$ cat config.mk
export PLATFORM = sky130hd
export DESIGN_NAME = nbit_dualread_regfile
export DESIGN_NICKNAME = d
export VERILOG_FILES = /design/src/rtl/nbit_dualread_regfile_pkg.sv /design/src/rtl/nbit_dualread_regfile_if.sv /design/src/rtl/nbit_dualread_regfile_read_port.sv /design/src/rtl/nbit_dualread_regfile.sv
export SDC_FILE = /design/constraint.sdc
export NUM_CORES = 1
export LEC_CHECK = 0
export CAP_MARGIN = 20
export CORE_MARGIN = 4
export CORE_UTILIZATION = 55
export DETAILED_ROUTE_END_ITERATION = 8
export PLACE_DENSITY = 0.75
export SETUP_SLACK_MARGIN = 0.05
export SYNTH_ARGS = -nofsm -noshare
export SYNTH_HDL_FRONTEND = slang
export SYNTH_HIERARCHICAL = 1
export SYNTH_SLANG_ARGS = --single-unit
export TNS_END_PERCENT = 100
$ cat constraint.sdc
create_clock -name In_Clock -period 5.1 [get_ports In_Clock]
set_clock_uncertainty 0.1 [all_clocks]
set_input_delay 1.02 -clock In_Clock [delete_from_list [all_inputs] [get_ports In_Clock]]
set_output_delay 1.02 -clock In_Clock [all_outputs]
set_load 0.05 [all_outputs]
$ cat src/rtl/nbit_dualread_regfile_pkg.sv
// Shared types and helpers for the dual-read register file.
// Optional hardwired-zero register 0 is selected with REGFILE_ZERO_REG_EN.
package regfile_pkg;

  localparam int C_BIT_WIDTH = 32;

  typedef enum logic {
    ST_IDLE  = 1'b0,
    ST_CLEAR = 1'b1
  } state_e;

  // A register count of 1 or 2 still needs a one-bit address.
  function automatic int addr_width(input int n);
    return (n > 2) ? $clog2(n) : 1;
  endfunction

endpackage

$ cat src/rtl/nbit_dualread_regfile_if.sv
// Read-port bundle: a request (addr/en) and its registered response (data/valid).
// Handshake: en sampled at edge N yields valid=1 with data throughout cycle N+1; there is no backpressure.
interface nbit_dualread_regfile_if #(
  parameter int AW = 3,
  parameter int W  = 32
);
  logic [AW-1:0] addr;
  logic          en;
  logic [W-1:0]  data;
  logic          valid;

  modport master (output addr, output en, input data, input valid);
  modport slave  (input addr, input en, output data, output valid);
endinterface

$ cat src/rtl/nbit_dualread_regfile_read_port.sv
// One registered read port: range check, write-first forwarding, data/valid registers with hold.
// With REGFILE_ZERO_REG_EN defined, address 0 always reads as zero.
module regfile_read_port import regfile_pkg::*; #(
  parameter int P_RegCount = 8,
  parameter int P_BitWidth = C_BIT_WIDTH,
  parameter int AW         = addr_width(P_RegCount)
) (
  input  logic                  clk_i,
  input  logic                  rst_ni,
  nbit_dualread_regfile_if.slave rd,
  input  logic                  fwd_en_i,
  input  logic [AW-1:0]         fwd_addr_i,
  input  logic [P_BitWidth-1:0] fwd_data_i,
  input  logic [P_BitWidth-1:0] regs_i [P_RegCount]
);

  logic [P_BitWidth-1:0] data_q, data_d;
  logic                  valid_q;
  logic [P_BitWidth-1:0] word;
  logic [P_BitWidth-1:0] rd_val;
  logic                  in_range;

  assign in_range = int'(rd.addr) < P_RegCount;

  always_comb begin
    word = '0;
    for (int i = 0; i < P_RegCount; i++) begin
      if (rd.addr == AW'(i)) word = regs_i[i];
    end
  end

  // The forward path also carries the clear engine's zero, so the entry being cleared reads 0.
  always_comb begin
    rd_val = word;
    if (!in_range) begin
      rd_val = '0;
    end else if (fwd_en_i && (fwd_addr_i == rd.addr)) begin
      rd_val = fwd_data_i;
    end
`ifdef REGFILE_ZERO_REG_EN
    if (rd.addr == '0) rd_val = '0;
`endif
  end

  assign data_d = rd.en ? rd_val : data_q;

  always_ff @(posedge clk_i) begin
    if (!rst_ni) begin
      data_q  <= '0;
      valid_q <= 1'b0;
    end else begin
      data_q  <= data_d;
      valid_q <= rd.en;
    end
  end

  assign rd.data  = data_q;
  assign rd.valid = valid_q;

endmodule

$ cat src/rtl/nbit_dualread_regfile.sv
// Register file with one write port, two registered read ports and a sequenced clear.
// Define REGFILE_ZERO_REG_EN to hardwire register 0 to zero.
module nbit_dualread_regfile import regfile_pkg::*; #(
  parameter int  P_RegCount = 8,
  parameter int  P_BitWidth = C_BIT_WIDTH,
  localparam int AW         = addr_width(P_RegCount)
) (
  input  logic                  In_Clock,
  input  logic                  In_Reset_n,
  input  logic [AW-1:0]         In_WrAddr,
  input  logic [P_BitWidth-1:0] In_WrData,
  input  logic                  In_Write,
  input  logic [AW-1:0]         In_RdAddrA,
  input  logic                  In_ReadA,
  input  logic [AW-1:0]         In_RdAddrB,
  input  logic                  In_ReadB,
  input  logic                  In_Clear,
  output logic [P_BitWidth-1:0] Out_ReadDataA,
  output logic                  Out_ValidA,
  output logic [P_BitWidth-1:0] Out_ReadDataB,
  output logic                  Out_ValidB,
  output logic                  Out_Busy,
  output logic                  Out_WriteErr
);

  state_e                state_q, state_d;
  logic [AW-1:0]         clr_idx_q, clr_idx_d;
  logic                  werr_q, werr_d;
  logic [P_BitWidth-1:0] regs_q [P_RegCount];

  logic                  wr_in_range, wr_zero, wr_acc;
  logic                  fwd_en;
  logic [AW-1:0]         fwd_addr;
  logic [P_BitWidth-1:0] fwd_data;

  assign wr_in_range = int'(In_WrAddr) < P_RegCount;
`ifdef REGFILE_ZERO_REG_EN
  assign wr_zero = (In_WrAddr == '0);
`else
  assign wr_zero = 1'b0;
`endif

  assign wr_acc = In_Write && (state_q == ST_IDLE) && wr_in_range && !wr_zero;
  assign werr_d = In_Write && ((state_q == ST_CLEAR) || !wr_in_range);

  // Single update path: either the accepted write or the clear engine's zero.
  assign fwd_en   = wr_acc || (state_q == ST_CLEAR);
  assign fwd_addr = (state_q == ST_CLEAR) ? clr_idx_q : In_WrAddr;
  assign fwd_data = (state_q == ST_CLEAR) ? '0 : In_WrData;

  always_comb begin
    state_d   = state_q;
    clr_idx_d = clr_idx_q;
    case (state_q)
      ST_IDLE: begin
        if (In_Clear) begin
          state_d   = ST_CLEAR;
          clr_idx_d = '0;
        end
      end
      ST_CLEAR: begin
        clr_idx_d = clr_idx_q + AW'(1);
        if (clr_idx_q == AW'(P_RegCount - 1)) state_d = ST_IDLE;
      end
      default: state_d = ST_IDLE;
    endcase
  end

  always_ff @(posedge In_Clock) begin
    if (!In_Reset_n) begin
      state_q   <= ST_IDLE;
      clr_idx_q <= '0;
      werr_q    <= 1'b0;
    end else begin
      state_q   <= state_d;
      clr_idx_q <= clr_idx_d;
      werr_q    <= werr_d;
    end
  end

  always_ff @(posedge In_Clock) begin
    if (!In_Reset_n) begin
      for (int i = 0; i < P_RegCount; i++) regs_q[i] <= '0;
    end else if (fwd_en) begin
      for (int i = 0; i < P_RegCount; i++) begin
        if (fwd_addr == AW'(i)) regs_q[i] <= fwd_data;
      end
    end
  end

  assign Out_Busy     = (state_q == ST_CLEAR);
  assign Out_WriteErr = werr_q;

  nbit_dualread_regfile_if #(.AW(AW), .W(P_BitWidth)) rd_a ();
  nbit_dualread_regfile_if #(.AW(AW), .W(P_BitWidth)) rd_b ();

  assign rd_a.addr     = In_RdAddrA;
  assign rd_a.en       = In_ReadA;
  assign Out_ReadDataA = rd_a.data;
  assign Out_ValidA    = rd_a.valid;
  assign rd_b.addr     = In_RdAddrB;
  assign rd_b.en       = In_ReadB;
  assign Out_ReadDataB = rd_b.data;
  assign Out_ValidB    = rd_b.valid;

  regfile_read_port #(.P_RegCount(P_RegCount), .P_BitWidth(P_BitWidth), .AW(AW)) u_rd_a (
    .clk_i      (In_Clock),
    .rst_ni     (In_Reset_n),
    .rd         (rd_a.slave),
    .fwd_en_i   (fwd_en),
    .fwd_addr_i (fwd_addr),
    .fwd_data_i (fwd_data),
    .regs_i     (regs_q)
  );

  regfile_read_port #(.P_RegCount(P_RegCount), .P_BitWidth(P_BitWidth), .AW(AW)) u_rd_b (
    .clk_i      (In_Clock),
    .rst_ni     (In_Reset_n),
    .rd         (rd_b.slave),
    .fwd_en_i   (fwd_en),
    .fwd_addr_i (fwd_addr),
    .fwd_data_i (fwd_data),
    .regs_i     (regs_q)
  );

endmodule

Word-level counts from Yosys, hierarchy flattened --
Index checks and enable logic that the tools add are counted. W data, S select, Z words.
Operators by class: reductions and logical operators 16, equality and inequality tests 25, $add $sub $neg 1, bitwise logic cells 1, muxes and demuxes 25
Operator list (number):
- $mux W32 | 19
- $eq A3 B3 Y1 const B | 13
- $eq A3 B2 Y1 const B | 6
- $reduce_and A2 Y1 | 8
- $eq A3 B1 Y1 const B | 3
- $logic_not A3 Y1 | 3
- $eq A3 B3 Y1 | 2
- $mux W3 | 2
- $pmux W3 S2 | 1
- $logic_and A1 B1 Y1 | 4
- $add A3 B1 Y3 const B | 1
- $mux W1 | 2
- $ne A2 B2 Y1 const B | 1
- $pmux W1 S2 | 1
- $logic_or A1 B1 Y1 | 1
- $not A1 Y1 | 1
Word-level totals: logic and storage cells 83, register bits 327, bits of input ports 47

Depth between registers and ports, before layout --
depth in word-level cells 10, depth in mapped cells 10

Modules after synthesis --
Netlist, hierarchy kept.
Modules (own cells, without submodules):
- nbit_dualread_regfile | seq. area each 5225.0 um2, cells an instance 941, instances 1, area an instance 9874.5 um2
- regfile_read_port | seq. area each 660.6 um2, cells an instance 474, instances 2, area an instance 3647.2 um2

Worst setup path before layout --
Ideal clock, no wire load.
path type reg2reg, from register state_q (netlist: Out_Busy), to register u_rd_a.data_q[17] (netlist: u_rd_a/rd.data[17]), period minus slack after synthesis 2.725 ns, arrival time 2.506 ns, required time 4.881 ns, slack 2.375 ns, stages on the path, launching flop included 11, cells stage by stage dfxtp_1 buf_6 buf_6 clkbuf_1 mux2_2 xnor2_1 nand4_2 clkbuf_1 o21ai_0 a21oi_1 o21ai_1
On the way: elaborated cells between the ends (all ways) 8, those cells by class eq/ne (1); mux (3); bitwise (1); reduce/logical (3)
RTL lines:
- start: declaration | RTL line nbit_dualread_regfile.sv:26 | state_e state_q, state_d;
- start signal: assignment | RTL line nbit_dualread_regfile.sv:75 | state_q <= state_d;
- $mux W3 | RTL line nbit_dualread_regfile.sv:48 | assign fwd_addr = (state_q == ST_CLEAR) ? clr_idx_q : In_WrAddr;
- via fwd_addr[0] | RTL line nbit_dualread_regfile.sv:33 | logic [AW-1:0] fwd_addr;
- $eq A3 B3 Y1 | RTL line nbit_dualread_regfile_read_port.sv:37 | end else if (fwd_en_i && (fwd_addr_i == rd.addr)) begin
- $logic_and A1 B1 Y1 | RTL line nbit_dualread_regfile_read_port.sv:37
- $mux W32 | RTL line nbit_dualread_regfile_read_port.sv:37
- end signal: assignment | RTL line nbit_dualread_regfile_read_port.sv:52 | data_q <= data_d;
- end: declaration | RTL line nbit_dualread_regfile_read_port.sv:17 | logic [P_BitWidth-1:0] data_q, data_d;
The timed path passes the listed nets, and every way through them passes these cells. A chain may end at the register's enable or synchronous reset.

Worst setup path in the final report --
from input In_WrAddr[2], to register u_rd_a.data_q[15] (netlist: u_rd_a/rd.data[15])
On the way: cells in the longest elaborated chain, start to end 4
Ends and longest elaborated chain:
- start: declaration | RTL line nbit_dualread_regfile.sv:10 | input logic [AW-1:0] In_WrAddr,
- $mux W3 | RTL line nbit_dualread_regfile.sv:48
- via fwd_addr[2] | RTL line nbit_dualread_regfile.sv:33
- $eq A3 B3 Y1 | RTL line nbit_dualread_regfile_read_port.sv:37
- $logic_and A1 B1 Y1 | RTL line nbit_dualread_regfile_read_port.sv:37
- $mux W32 | RTL line nbit_dualread_regfile_read_port.sv:37
The timed path passes the listed nets, and every way through them passes these cells.

==> metrics <==
outcome=complete, no violations; RSZ-0062 raised after global routing=false; number of I/O pins=~120; remaining antenna violation count=0; vias=14.8k; Sink Count=roughly 330; Startpoint Class=primary input; CTS max path bufs=3; most frequent cells after synthesis=370 x nand2_1, 327 x dfxtp_1, 284 x mux2i_1; n_diodes=0; Slew Viols, Final=0; Worst EP arrival=around 4.0 ns; Core Area=slightly above 30000 µm²; pre-CTS setup slack=0.989 ns; slowest CP cell=nand4_2; WHS Path Cells=2; die height=185 µm; final setup violation count=0; area leader, netlist=dfxtp_1; combinational share of power=14.5%; main combinational cell family by area after synthesis=multiplexers; Slew headroom=29.0%; DRC=0; CTS tree=built; worst hold path class=flop to flop; fin util=63.1%; Clock Pin Slew Worst Setup and Hold Paths=0.05 ns; num rows=64; Horiz. Die Dim=roughly 180 µm; Cells after Synth=1889; area occupied by multi-input gates=9590 µm²; Switch Pwr=0.00174 W; Finished Layout Cells=approximately 2.3k; simple-gate area share of the yosys netlist=14.4%; Setup TNS=0 ns; worst path required time=roughly 5.4 ns; Via density=6.35; Final HPWL DP=30.8 mm; Seq cells post-synth=327; asr flop ratio synth=0%; total CTS buffers=37; r2r setup slk=about 2.0 ns; Reg2Reg Depth=8; cell family with most CP delay=buffers and inverters; crit path max fanout=29; Net Count, Synth=1938; Synth area leaders=dfxtp_1 38%, mux2i_1 17%, nand2_1 8.1%; crit-path max cell delay=0.84 ns; Leak=7.84 nW; H-tree Lvls=2; sequential share of the synthesized area=about two fifths; Post CTS Setup Buffer Count=0; Switching Share=27.5%; CTS hold repair buffers=0; final period utilization=71.3%; worst path bufs/invs=3; Global Route Usage Sum=29.9%; Critical Path Sink Type=flop; sequential share of power=42.8%; synthesized-area fraction occupied by adder cells=0.146%; Min Hold Slack=0.344 ns; Post-synth EDFFs=0; synthesized area=between 15000 and 20000 µm²; Fill cells=2474; Wirelength per Cell=between 20 and 25 µm; Clk network pwr share=42.7%; Reg-to-Reg Start=Out_Busy; power density over cell area=326 nW/µm²; Iteration-0 DRC Markers=~1.8k; Routed WL=52.3 mm; Initial Util=56.0%; Synth Area in Compound Gates=15.4%; worst path cell trace=clkdlybuf4s50_1 > inv_1 > o21ai_0 > xnor2_1 > nand4_2 > buf_4 > nand2_1 > o21ai_1 > a211oi_1; hold endpoint=u_rd_a/rd.data[0]; most frequent cell after synthesis=nand2_1; yosys warns=6; Area Overhead vs Synth=12.7%; Synth top area share=38.1%; Peak VDD IR=203 µV; Setup WS post-layout=1.46 ns; die area=around 34000 µm²; Post-layout nets=1958; FMAX=275 MHz; drt pass-1 iters=6; grt ovf=0; CTS resizes=0; multiplexer area fraction after synthesis=25.3%; top_reg_cell synth=dfxtp_1; Least-Margin Pin Slew=1.06 ns; final hold violations=0; placed insts=2264; Int Power=between 0.004 and 0.005 W; Min-Delay Startpoint=u_rd_a/rd.data[0]; MaxCap Viol Count=0; Placer Congestion=0.869; largest net degree at the start of global routing=162; Post-Syn Area per Cell=9.09 µm²; min cycle time layout=3.64 ns; clock latency on the worst-skew pair=0.53 ns; worst setup path class=primary input to flop; area occupied by registers=6550 µm²; XOR/XNOR Fraction of Synth Area=0.306%; CTS Root Cell=clkbuf_16; vias in the first global route=about 14k; IO buf count=114; initial antenna violation count=0; share of cells above drive strength 1=roughly 11%; first-pass GRT wire length=80.9 mm; capture point of the worst reg-to-reg path=u_rd_a/rd.data[15]; synth unique cells=43
## stage by stage
stage               total power, W  instance area (µm²)
floorplan                  0.00337                17200
global route               0.00650                19400
global placement           0.00363                18100
CTS                        0.00632                19300
finish                     0.00631                19400
detailed placement         0.00365                18100
## cells by family after synthesis
| logic type | count (synthesis) |
|---|---|
| AND/OR/NAND/NOR | 583 |
| AO/OA/AOI/OAI | 407 |
| multiplexers | 374 |
| flip-flops | 327 |
| buffers and inverters | 190 |
| XOR/XNOR | 6 |
| adder cells (fa/ha/maj) | 2 |
## final cells by class
class | count | share of cell area (%)
repair buffers | 147 | 7.21
clock inverters | 10 | 0.569
multi-input cells | 1372 | 49.6
clock buffers | 54 | 5.80
flip-flops and latches | 327 | 33.8
well taps | 396 | 2.56
inverters | 24 | 0.465
## worst max path at each step
stage | end | start | cells past startpoint | slack, ns
after floorplan | u_rd_a/rd.data[17] | Out_Busy | 10 | 2.38
after global placement | u_rd_a/rd.data[14] | In_WrAddr[2] | 9 | 1.15
after detailed placement | u_rd_a/rd.data[16] | In_WrAddr[2] | 9 | 0.99
after CTS | Out_Busy | Out_Busy | 2 | 1.45
after global routing | u_rd_a/rd.data[16] | In_WrAddr[2] | 9 | 1.36
final | u_rd_a/rd.data[15] | In_WrAddr[2] | 9 | 1.46
## routing by layer
layer	global-route usage, %	wire [µm]	up-vias
met1	43.2	22400	7120
met5	0	0	-
li1	-	-	6697
met2	44.7	22500	839
met4	9.10	1410	0
met3	6.87	5990	131
## placed cells by master (no fill, tap or decap), types with 6 or more instances in the layout
cell / netlist / final
clkbuf_16: 0 / 39
xnor2_1: 6 / 6
a211oi_2: 6 / 6
clkdlybuf4s50_1: 0 / 105
o21ai_1: 58 / 58
nor2b_1: 39 / 37
mux2i_1: 284 / 284
mux4_2: 44 / 44
a211oi_1: 34 / 34
mux2_2: 46 / 46
nand2_1: 370 / 370
a22oi_1: 80 / 80
nand3_1: 22 / 22
buf_4: 20 / 31
clkbuf_8: 0 / 9
dfxtp_1: 327 / 326
a2bb2oi_1: 42 / 42
inv_1: 24 / 24
o21ai_0: 89 / 89
clkbuf_1: 72 / 6
nor2_1: 123 / 123
a21oi_1: 86 / 86
buf_2: 35 / 6
## power groups by stage
stage,clock (W),sequential [W],combinational [W]
after floorplan,0,0.00284,0.000525
after global placement,0,0.00275,0.000878
after detailed placement,0,0.00275,0.000893
after CTS,0.00273,0.00270,0.000897
after global routing,0.00283,0.00271,0.000963
final,0.00270,0.00270,0.000917
## tightest hold or removal path: stages, from the launching register on
cell	delay [ns]
dfxtp_1	0.31
nand2_1	0.05
o21ai_1	0.05
## flip-flops by register name, indices dropped and copies added, names as in the netlist
| signal | count |
|---|---|
| u_rd_b/rd.valid | 1 |
| u_rd_b/rd.data | 32 |
| u_rd_a/rd.data | 32 |
| regs_q | 256 |
| clr_idx_q | 3 |
| Out_Busy | 1 |
| u_rd_a/rd.valid | 1 |
| Out_WriteErr | 1 |
Power figures use the tool's default switching activity.
